<file path="config.mk">
export PLATFORM = sky130hd
export DESIGN_NAME = pwm_multi
export DESIGN_NICKNAME = d
export VERILOG_FILES = /design/src/rtl/pwm_multi.sv
export SDC_FILE = /design/constraint.sdc
export NUM_CORES = 1
export LEC_CHECK = 0
export ABC_AREA = 1
export BUFFER_PORTS_ARGS = -buffer_cell sky130_fd_sc_hd__buf_2
export CAP_MARGIN = 10
export CELL_PAD_IN_SITES_DETAIL_PLACEMENT = 1
export CELL_PAD_IN_SITES_GLOBAL_PLACEMENT = 1
export CORE_MARGIN = 5
export CORE_UTILIZATION = 42
export CTS_CLUSTER_SIZE = 14
export DETAILED_ROUTE_END_ITERATION = 16
export GPL_TIMING_DRIVEN = 0
export PLACE_DENSITY = 0.91
export SKIP_LAST_GASP = 1
export SYNTH_ARGS = -nofsm -noshare
export SYNTH_HDL_FRONTEND = slang
export SYNTH_SLANG_ARGS = --single-unit
</file>
<file path="constraint.sdc">
create_clock -name i_sysclk -period 6.5 [get_ports i_sysclk]
set_input_delay 1.95 -clock i_sysclk [delete_from_list [all_inputs] [get_ports i_sysclk]]
set_output_delay 1.95 -clock i_sysclk [all_outputs]
set_load 0.02 [all_outputs]
</file>
<file path="src/rtl/pwm_multi.sv">
// Multi-channel PWM generator: one shared period counter, per-channel double-buffered
// pulse widths, edge-aligned or center-aligned counting.
module pwm_multi #(
  parameter int CNT_W  = 20,
  parameter int CH_NUM = 4,
  parameter int CENTER = 0
) (
  input  logic                    i_sysclk,
  input  logic                    i_arst,
  input  logic                    i_pv,
  input  logic [CNT_W-1:0]        i_period,
  input  logic [CH_NUM*CNT_W-1:0] i_hpw,
  input  logic [CH_NUM-1:0]       i_en,
  input  logic [CH_NUM-1:0]       i_pol,
  output logic                    o_pa,
  output logic [CH_NUM-1:0]       o_pwm
);

  logic [CNT_W-1:0]        cnt_p0;
  logic [CNT_W-1:0]        period_p0;
  logic [CH_NUM*CNT_W-1:0] hpw_p0;
  logic                    down_p0;

  logic [CNT_W-1:0]        cnt_nx;
  logic [CNT_W-1:0]        period_nx;
  logic [CH_NUM*CNT_W-1:0] hpw_nx;
  logic                    down_nx;
  logic                    start_nx;
  logic [CH_NUM-1:0]       pwm_nx;

  logic                    pa_p1;
  logic [CH_NUM-1:0]       pwm_p1;

  logic [CNT_W-1:0]        top;
  logic                    idle;
  logic                    last;
  logic                    boundary;
  logic                    load;

  function automatic logic duty_cmp(input logic [CNT_W-1:0] cnt, input logic [CNT_W-1:0] hpw);
    return cnt < hpw;
  endfunction

  // Outputs are registered from the next-state counter/shadows so that o_pwm and o_pa
  // line up with the counter value they describe, including the first cycle after a load.
  always_comb begin
    top       = period_p0 - CNT_W'(1);
    idle      = (period_p0 == '0);
    if (CENTER != 0) last = !idle && down_p0 && (cnt_p0 == '0);
    else             last = !idle && (cnt_p0 == top);
    boundary  = idle || last;
    load      = boundary && i_pv;
    period_nx = load ? i_period : period_p0;
    hpw_nx    = load ? i_hpw : hpw_p0;
    cnt_nx    = cnt_p0;
    down_nx   = down_p0;
    start_nx  = 1'b0;
    if (boundary) begin
      cnt_nx   = '0;
      down_nx  = 1'b0;
      start_nx = (period_nx != '0);
    end else if (CENTER == 0) begin
      cnt_nx = cnt_p0 + CNT_W'(1);
    end else if (!down_p0) begin
      // The top value is held for a second cycle while the direction flips.
      if (cnt_p0 == top) down_nx = 1'b1;
      else               cnt_nx  = cnt_p0 + CNT_W'(1);
    end else begin
      cnt_nx = cnt_p0 - CNT_W'(1);
    end
    pwm_nx = '0;
    for (int n = 0; n < CH_NUM; n++) begin
      pwm_nx[n] = ((period_nx != '0) && i_en[n] &&
                   duty_cmp(cnt_nx, hpw_nx[n*CNT_W +: CNT_W])) ^ i_pol[n];
    end
  end

  // Stage p0: counter, direction and shadow registers
  always_ff @(posedge i_sysclk or posedge i_arst) begin
    if (i_arst) begin
      cnt_p0    <= '0;
      period_p0 <= '0;
      hpw_p0    <= '0;
      down_p0   <= 1'b0;
    end else begin
      cnt_p0    <= cnt_nx;
      period_p0 <= period_nx;
      hpw_p0    <= hpw_nx;
      down_p0   <= down_nx;
    end
  end

  // Stage p1: registered outputs
  always_ff @(posedge i_sysclk or posedge i_arst) begin
    if (i_arst) begin
      pa_p1  <= 1'b0;
      pwm_p1 <= '0;
    end else begin
      pa_p1  <= start_nx;
      pwm_p1 <= pwm_nx;
    end
  end

  assign o_pa  = pa_p1;
  assign o_pwm = pwm_p1;

endmodule

</file>
**Word-level counts from Yosys, hierarchy flattened**

Cells that the tools add are included.

- Bits in registers: 125
- Bits of input ports: 111
- Logic and storage cells: 34

- $add $sub $neg: 2
- Magnitude comparators: 4
- Eq/ne operators: 1
- Muxes and demuxes: 4
- Bitwise logic cells: 4
- Reductions and logical operators: 14

Operators by type and width:

| operator | count |
|---|---|
| < comparator 20 bit | 4 |
| two-way mux 80 bit | 1 |
| two-way mux 20 bit | 2 |
| adder 20 x 1 -> 20 bit (second input constant) | 1 |
| == test 20 bit | 1 |
| zero test 20 bit | 1 |
| nonzero test 20 bit | 1 |
| subtractor 20 x 1 -> 20 bit (second input constant) | 1 |
| logical AND 1 bit | 10 |
| XOR 1 bit | 4 |
| zero test 1 bit | 1 |
| logical OR 1 bit | 1 |
| two-way mux 1 bit | 1 |

**Logic depth before layout (Yosys ltp)**

Gate-level depths: netlist of the first run.

- Depth after elaboration: 10
- Depth in mapped cells: 33
- Gate-level depth less buffers: 30

**Least setup slack after synthesis of the first run**

Ideal clock, no wire load.

- Path kind: input-to-reg
- Start: input port i_pv
- End: register pwm_p1[2], in the netlist o_pwm[2]
- Library setup time: 117 ps
- Arrival: 4415 ps
- Data required time: 6383 ps
- Slack: 1968 ps
- Stages on the path: 19
- Path buffers: 3
- Cell sequence: buf_2 -> a21boi_1 -> buf_2 -> buf_2 -> nand2_1 -> nand2_1 -> inv_1 -> ha_1 -> a21oi_1 -> o21ai_0 -> nand3_1 -> nand2_1 -> nand2_1 -> a21oi_1 -> or4_1 -> a21oi_1 -> nand3_1 -> nand2_1 -> nand2_1

RTL lines:

| item | RTL line | source |
|---|---|---|
| start: declaration | 10 | `input logic i_pv,` |
| logical AND 1 bit | 52 | `load = boundary && i_pv;` |
| two-way mux 80 bit | 54 | `hpw_nx = load ? i_hpw : hpw_p0;` |
| via hpw_nx[47] | 26 | `logic [CH_NUM*CNT_W-1:0] hpw_nx;` |
| < comparator 20 bit | 41 | `return cnt < hpw;` |
| logical AND 1 bit | 73 | `pwm_nx[n] = ((period_nx != '0) && i_en[n] &&` |
| XOR 1 bit | 74 | `duty_cmp(cnt_nx, hpw_nx[n*CNT_W +: CNT_W])) ^ i_pol[n];` |
| via pwm_nx[2] | 29 | `logic [CH_NUM-1:0] pwm_nx;` |
| end signal: assignment | 100 | `pwm_p1 <= pwm_nx;` |
| end: declaration | 32 | `logic [CH_NUM-1:0] pwm_p1;` |

The timed path passes the listed nets, and every way through them passes these cells.

**Worst setup path after layout of the first run**

- Start: register period_p0[0]
- End: register pwm_p1[2], in the netlist o_pwm[2]

RTL lines:

| item | RTL line | source |
|---|---|---|
| start: declaration | 20 | `logic [CNT_W-1:0] period_p0;` |
| start signal: assignment | 87 | `period_p0 <= period_nx;` |
| subtractor 20 x 1 -> 20 bit or zero test 20 bit (tied branches) | 47, 48 |  |
| == test 20 bit or zero test 1 bit (tied branches) | n/a |  |
| logical AND 1 bit | 50 | `else last = !idle && (cnt_p0 == top);` |
| logical OR 1 bit * | 51 | `boundary = idle \|\| last;` |
| logical AND 1 bit * | 52 |  |
| two-way mux 80 bit * | 54 |  |
| via hpw_nx[45] | 26 |  |
| < comparator 20 bit * | 41 |  |
| logical AND 1 bit * | 73 |  |
| XOR 1 bit * | 74 |  |
| via pwm_nx[2] | 29 |  |

Mark *: on every way through the listed nets, which the timed path passes. The rest lies on a longest branch.

==> qor.csv, run 1 <==
stage;metric;value;unit
setup_path;CP Capture Type;flip-flop;
synth;predominant post-synthesis flop cell;dfrtp_1;
clocking;number of H-tree levels;4;
cells_and_area;Fillers;2573;
sta;RSZ-0062 raised after global routing;no;
hold_path;hold path depth;2;
synth;Synthesis Warnings;0;
die;core area;19600;µm²
synth;Yosys reg bits;125;
synth;Area contributors post-synth;dfrtp_1 37%, nand2_1 19%, ha_1 12%;
clocking;Setup Fix Bufs, Post-CTS;0;
drt;post-route ant nets;0;
sta;Final WS setup;1010;ps
sta;fmax;182;MHz
setup_path;CP max stage cell;a21boi_1;
synth;share of the synthesized area in the top cell type;37.3;%
placed_design;pre-CTS setup slack;897;ps
placed_design;dpl hpwl;22.4;mm
sta;Slew Viols, Final;0;
die;DIE AREA;22900;µm²
pwr;Worst VDD drop;0.000143;V
setup_path;Critical Path Max Stage Delay;550;ps
clocking;Root Buffer Master;clkbuf_16;
global_route;largest net degree at the start of global routing;69;
sta;Setup-failing EPs final;0;
synth;synth cell count leaders;429 x nand2_1, 171 x inv_1, 125 x dfrtp_1, 105 x nor2_1, 79 x ha_1;
setup_path;critical path's most frequent cell;nand2_1;
die;Die X;151;µm
flow_run;MaxCap Viol Count;0;
global_route;vias in the first global route;9265;
setup_path;Crit Path Class;reg2reg;
drt;vias;8363;
setup_path;Worst EP arrival;5820;ps
drt;drt drc;0;
sta;worst relative slew slack;23.3;%
die;Initial Utilization;42.8;%
global_route;gr ovfl total;0;
global_route;first-pass GRT wire length;48.3;mm
drt;router iterations before antenna repair;5;
clocking;Clock Sink Count;125;
hold_path;Hold/Removal Path Class;reg2reg;
clocking;CTS Hold Buffers Added;0;
cells_and_area;fraction of layout cells with a size suffix above 1;14.1;%
synth;leading cell type by number of instances after synthesis;nand2_1;
run_status;status;complete, no violations;
clocking;Bufs on Longest Clock Path;2;
pwr;Power Total;0.00201;W
setup_path;reg2reg path depth;31;
global_route;initial antenna violation count;0;
sta;Setup TNS Final;0;ps
pwr;Static Leak;5.63;nW
synth;post-synthesis cell type count;38;
clocking;post-CTS sizing;0;
synth;sequential area share after synthesis;37.3;%
synth;Post-synth EDFFs;0;
drt;DR WL/cell;19.1;µm
synth;asr flop ratio synth;100;%
sta;Tmin final;5490;ps
cells_and_area;nets@finish;1499;
synth;synthesized area per cell;7.14;µm²
drt;Detailed Route WL;30.3;mm
cells_and_area;Syn-to-layout area delta;18.4;%
die;die height;151;µm
placed_design;port buffer count;114;
pwr;Power Density;203;nW/µm²
placed_design;gpl congestion;0.897;
sta;clk_skew;13.3;ps
setup_path;crit path max fanout;10;
setup_path;startpoint types;flip-flop;
synth;Post-Synthesis Cells;1175;
clocking;CTS tree;built;
drt;DRT iter0 DRCs;397;
clocking;clk slew on worst S/H paths;60;ps
synth;largest area contributor in the netlist;dfrtp_1;
sta;Final Hold Fails;0;
cells_and_area;number of diodes;0;
synth;Mapped Area;8390;µm²
clocking;Inserted Clock Buffers;17;
clocking;clk_lat worst skew;440;ps
sta;Tightest Pin Transition;1140;ps
sta;part of the cycle the worst path needs;84.4;%
cells_and_area;final core utilization;50.7;%
drt;vias per cell;5.27;
global_route;gr usage total;27.7;%
setup_path;CP required;6830;ps
synth;Synth Net Count;1365;
sta;Hold Slack;484;ps
die;IO Pins;116;
die;# rows;51;
==> path summary, 6_finish.rpt <==
check                             start       endpoint  slack, ps
max                        period_p0[0]       o_pwm[2]       1010
min                          hpw_p0[11]     hpw_p0[11]        480
max reg2reg                period_p0[0]       o_pwm[2]       1010
min reg2reg                  hpw_p0[11]     hpw_p0[11]        480
max in group asynchronous        i_arst     hpw_p0[10]       4160
min in group asynchronous        i_arst  period_p0[11]       1590
==> layout by cell type (no fill, tap or decap), types with 3 or more instances in the layout <==
master       n
a21oi_1     35
a31oi_1      3
and2_1       4
buf_1        7
buf_2      124
buf_6        5
bufinv_16    3
clkbuf_1     5
clkbuf_16   17
dfrtp_1    125
ha_1        79
inv_1      170
inv_2        3
inv_6        7
nand2_1    429
nand2_2      3
nand3_1     67
nand3b_1     3
nand4_1     20
nor2_1     105
nor2_2      10
nor2_4       3
nor3_1      11
nor4_1       6
o21a_1       4
o21ai_0     16
o21ai_1      4
o221ai_1     3
xnor2_1     14
xor2_1      17
==> report_power, final <==
part | total [W] | switching, W | internal (W)
logic | 0.000177 | 0.000112 | 0.0000652
clock network | 0.00103 | 0.000416 | 0.000611
registers | 0.000812 | 0.00000999 | 0.000802
==> kinds of logic after synthesis <==
family,share of synthesized area [%]
adders and majority gates,11.8
and+or+nand+nor,33.4
AOI/OAI and AO/OA,4.64
xor gates and xnor gates,3.24
buffers and inverters,9.63
DFF,37.3
==> layer usage <==
| metal | vias up | GRT usage [%] | routed length [µm] |
|---|---|---|---|
| met5 | - | 0 | 0 |
| met2 | 261 | 47.7 | 15000 |
| met1 | 4046 | 31.9 | 12100 |
| li1 | 3939 | - | - |
| met4 | 0 | 16.3 | 1730 |
| met3 | 117 | 5.48 | 1470 |
==> worst max-delay path, delay by kind of cell (launching register included) <==
kind | cells | cell delay [ps]
and+or+nand+nor | 20 | 2260
AOI/OAI and AO/OA | 5 | 1120
buffers and inverters | 4 | 970
adders and majority gates | 2 | 600
DFF | 1 | 420
==> registers in the layout, summed over array words and instances, names as in the netlist <==
name / cells
period_p0: 20
hpw_p0: 80
o_pa: 1
cnt_p0: 20
o_pwm: 4
==> area by class of cell <==
| class | count | area (µm²) | area share (%) |
|---|---|---|---|
| multi-input cells | 848 | 4450 | 44.8 |
| repair buffers | 115 | 598 | 6.02 |
| clock inverters | 14 | 181 | 1.83 |
| flip-flops and latches | 125 | 3130 | 31.5 |
| plain buffers | 27 | 151 | 1.52 |
| clock buffers | 17 | 425 | 4.28 |
| inverters | 175 | 662 | 6.66 |
| well taps | 265 | 332 | 3.34 |
==> stage by stage <==
| stage | cells | instance area (µm²) |
|---|---|---|
| after floorplan | 1175 | 8390 |
| after CTS | 1586 | 9930 |
| final | 1586 | 9930 |
| after detailed placement | 1555 | 9330 |
| after global placement | 1554 | 9290 |
| after global routing | 1586 | 9930 |
(Power assumes the default switching activity.)
==> run 2, diff against run 1 <==
==> constraint.sdc (replaced) <==
create_clock -name i_sysclk -period 5.3 [get_ports i_sysclk]
set_input_delay 1.59 -clock i_sysclk [delete_from_list [all_inputs] [get_ports i_sysclk]]
set_output_delay 1.59 -clock i_sysclk [all_outputs]
set_load 0.02 [all_outputs]
==> qor.csv, run 2 (synthesized netlist as in run 1, its figures left out) <==
stage;metric;value;unit
clocking;clk_lat worst skew;440;ps
die;Die X;151;µm
cells_and_area;Syn-to-layout area delta;18.9;%
cells_and_area;Largest Register;hpw_p0;
pwr;Static Leak;5.65;nW
hold_path;Hold Startpoint;hpw_p0[44];
die;# rows;51;
sta;Hold Slack;483;ps
sta;clk_skew;16.7;ps
global_route;gr usage total;27.7;%
sta;fmax;198;MHz
pwr;Power Density;248;nW/µm²
placed_design;dpl hpwl;22.4;mm
drt;DRT iter0 DRCs;476;
setup_path;crit path max fanout;5;
global_route;gr ovfl total;0;
cells_and_area;number of flip-flops in the largest register;80;
clocking;number of H-tree levels;4;
placed_design;pre-CTS setup slack;-18.4;ps
sta;worst relative slew slack;18.6;%
global_route;initial antenna violation count;0;
die;DIE AREA;22900;µm²
drt;vias;8385;
setup_path;Crit Reg-Reg Endpoint;o_pwm[3];
clocking;clk slew on worst S/H paths;70;ps
setup_path;Crit Path Class;reg2reg;
hold_path;Hold/Removal Path Class;reg2reg;
cells_and_area;nets@finish;1502;
die;core area;19600;µm²
setup_path;Worst EP arrival;5370;ps
drt;post-route ant nets;0;
drt;router iterations before antenna repair;5;
global_route;first-pass GRT wire length;48.3;mm
setup_path;CP Capture Type;flip-flop;
sta;part of the cycle the worst path needs;95.5;%
cells_and_area;commonest non-fill, non-tap cell in the layout;nand2_1;
clocking;Inserted Clock Buffers;17;
drt;Detailed Route WL;30.6;mm
setup_path;flop2flop setup slack;240;ps
setup_path;CP required;5610;ps
global_route;largest net degree at the start of global routing;69;
hold_path;hold-critical path endpoint;hpw_p0[44];
sta;Setup-failing EPs final;0;
die;IO Pins;116;
cells_and_area;number of diodes;0;
setup_path;critical path's most frequent cell;nand3_1;
cells_and_area;most frequent cells in the layout;429 x nand2_1, 170 x inv_1, 125 x dfrtp_1, 122 x buf_2, 105 x nor2_1;
clocking;CTS tree;built;
placed_design;gpl congestion;0.897;
cells_and_area;biggest regs;hpw_p0 x80, cnt_p0 x20, period_p0 x20;
clocking;Bufs on Longest Clock Path;2;
setup_path;reg2reg path depth;19;
setup_path;startpoint types;flip-flop;
pwr;Worst VDD drop;0.000175;V
run_status;status;complete, no violations;
pwr;Power Total;0.00248;W
drt;drt drc;0;
drt;DR WL/cell;19.3;µm
placed_design;port buffer count;114;
die;Initial Utilization;42.8;%
global_route;vias in the first global route;9265;
clocking;Root Buffer Master;clkbuf_16;
sta;Setup TNS Final;0;ps
die;die height;151;µm
sta;Final Hold Fails;0;
hold_path;hold path depth;2;
clocking;Clock Sink Count;125;
cells_and_area;Fillers;2574;
setup_path;Critical Path Max Stage Delay;920;ps
drt;vias per cell;5.28;
cells_and_area;fraction of layout cells with a size suffix above 1;14.7;%
sta;Tmin final;5060;ps
sta;Tightest Pin Transition;1210;ps
setup_path;CP max stage cell;nor3_1;
sta;Slew Viols, Final;0;
setup_path;Critical R2R Launch;cnt_p0[2];
setup_path;cell breakdown of the critical path;inv_1 > nor4_1 > nand3_1 > nor2_1 > nand3_1 > inv_1 > nand2_1 > nor3_1 > nor2_1 > nor3_1 > ha_1 > a21oi_1 > o21ai_0 > nand3_1 > a31oi_1 > nor3_1 > nand3_1 > nand2_1 > nand2_1;
flow_run;MaxCap Viol Count;0;
sta;Final WS setup;239;ps
run 2: power breakdown:
group / leakage, nW / internal [W] / switching, W / total, W
Clock: 0.301 / 0.000749 / 0.000514 / 0.00126
Sequential: 1.54 / 0.000983 / 0.0000123 / 0.000995
Combinational: 3.81 / 0.0000804 / 0.000138 / 0.000219
run 2: stage by stage:
stage               instances  util (%)  instance area [µm²]
floorplan                1175         -                 8390
global placement         1554      47.4                 9290
detailed placement       1555      47.6                 9330
CTS                      1586      50.7                 9940
global route             1589      50.9                 9980
finish                   1589      50.9                 9980
run 2: repair_timing:
item                                    CTS  global route
endpoints found under the setup margin    1             2
pin swaps                                 0             1
buffers inserted                          0             3
gates cloned                              0             0
hold buffers                              0             0
gates resized for setup                   1             8
run 2: cell type report:
type	instances	area, µm²	area share (%)
plain buffers	27	159	1.59
clock buffers	17	425	4.26
clock inverters	14	181	1.82
inverters	175	662	6.63
multi-input cells	848	4470	44.8
flip-flops and latches	125	3130	31.3
well taps	265	332	3.32
repair buffers	118	621	6.22
run 2: worst max-delay path by stage:
stage                      start          to  slack (ps)  depth (start not counted)
CTS                 period_p0[0]    o_pwm[2]          50                         31
detailed placement  period_p0[0]    o_pwm[2]         -20                         31
global placement          i_arst  hpw_p0[10]       -1200                          2
finish                 cnt_p0[2]    o_pwm[3]         240                         19
floorplan                 i_arst   cnt_p0[0]         380                          1
global route        period_p0[0]    o_pwm[2]         -20                         31
run 2: routing by layer:
| layer | GRT usage, % | share of wire, % |
|---|---|---|
| met1 | 31.9 | 40 |
| met2 | 47.7 | 50 |
| met3 | 5.48 | 4.7 |
| met4 | 16.3 | 5.5 |
| met5 | 0 | 0 |
run 2: worst max-delay path: cells and delay by family, from the launching register on:
family	cells	cell delay [ps]
adders and majority gates	1	420
DFF	1	430
buffers and inverters	2	260
and+or+nand+nor	13	3270
AOI/OAI and AO/OA	3	540
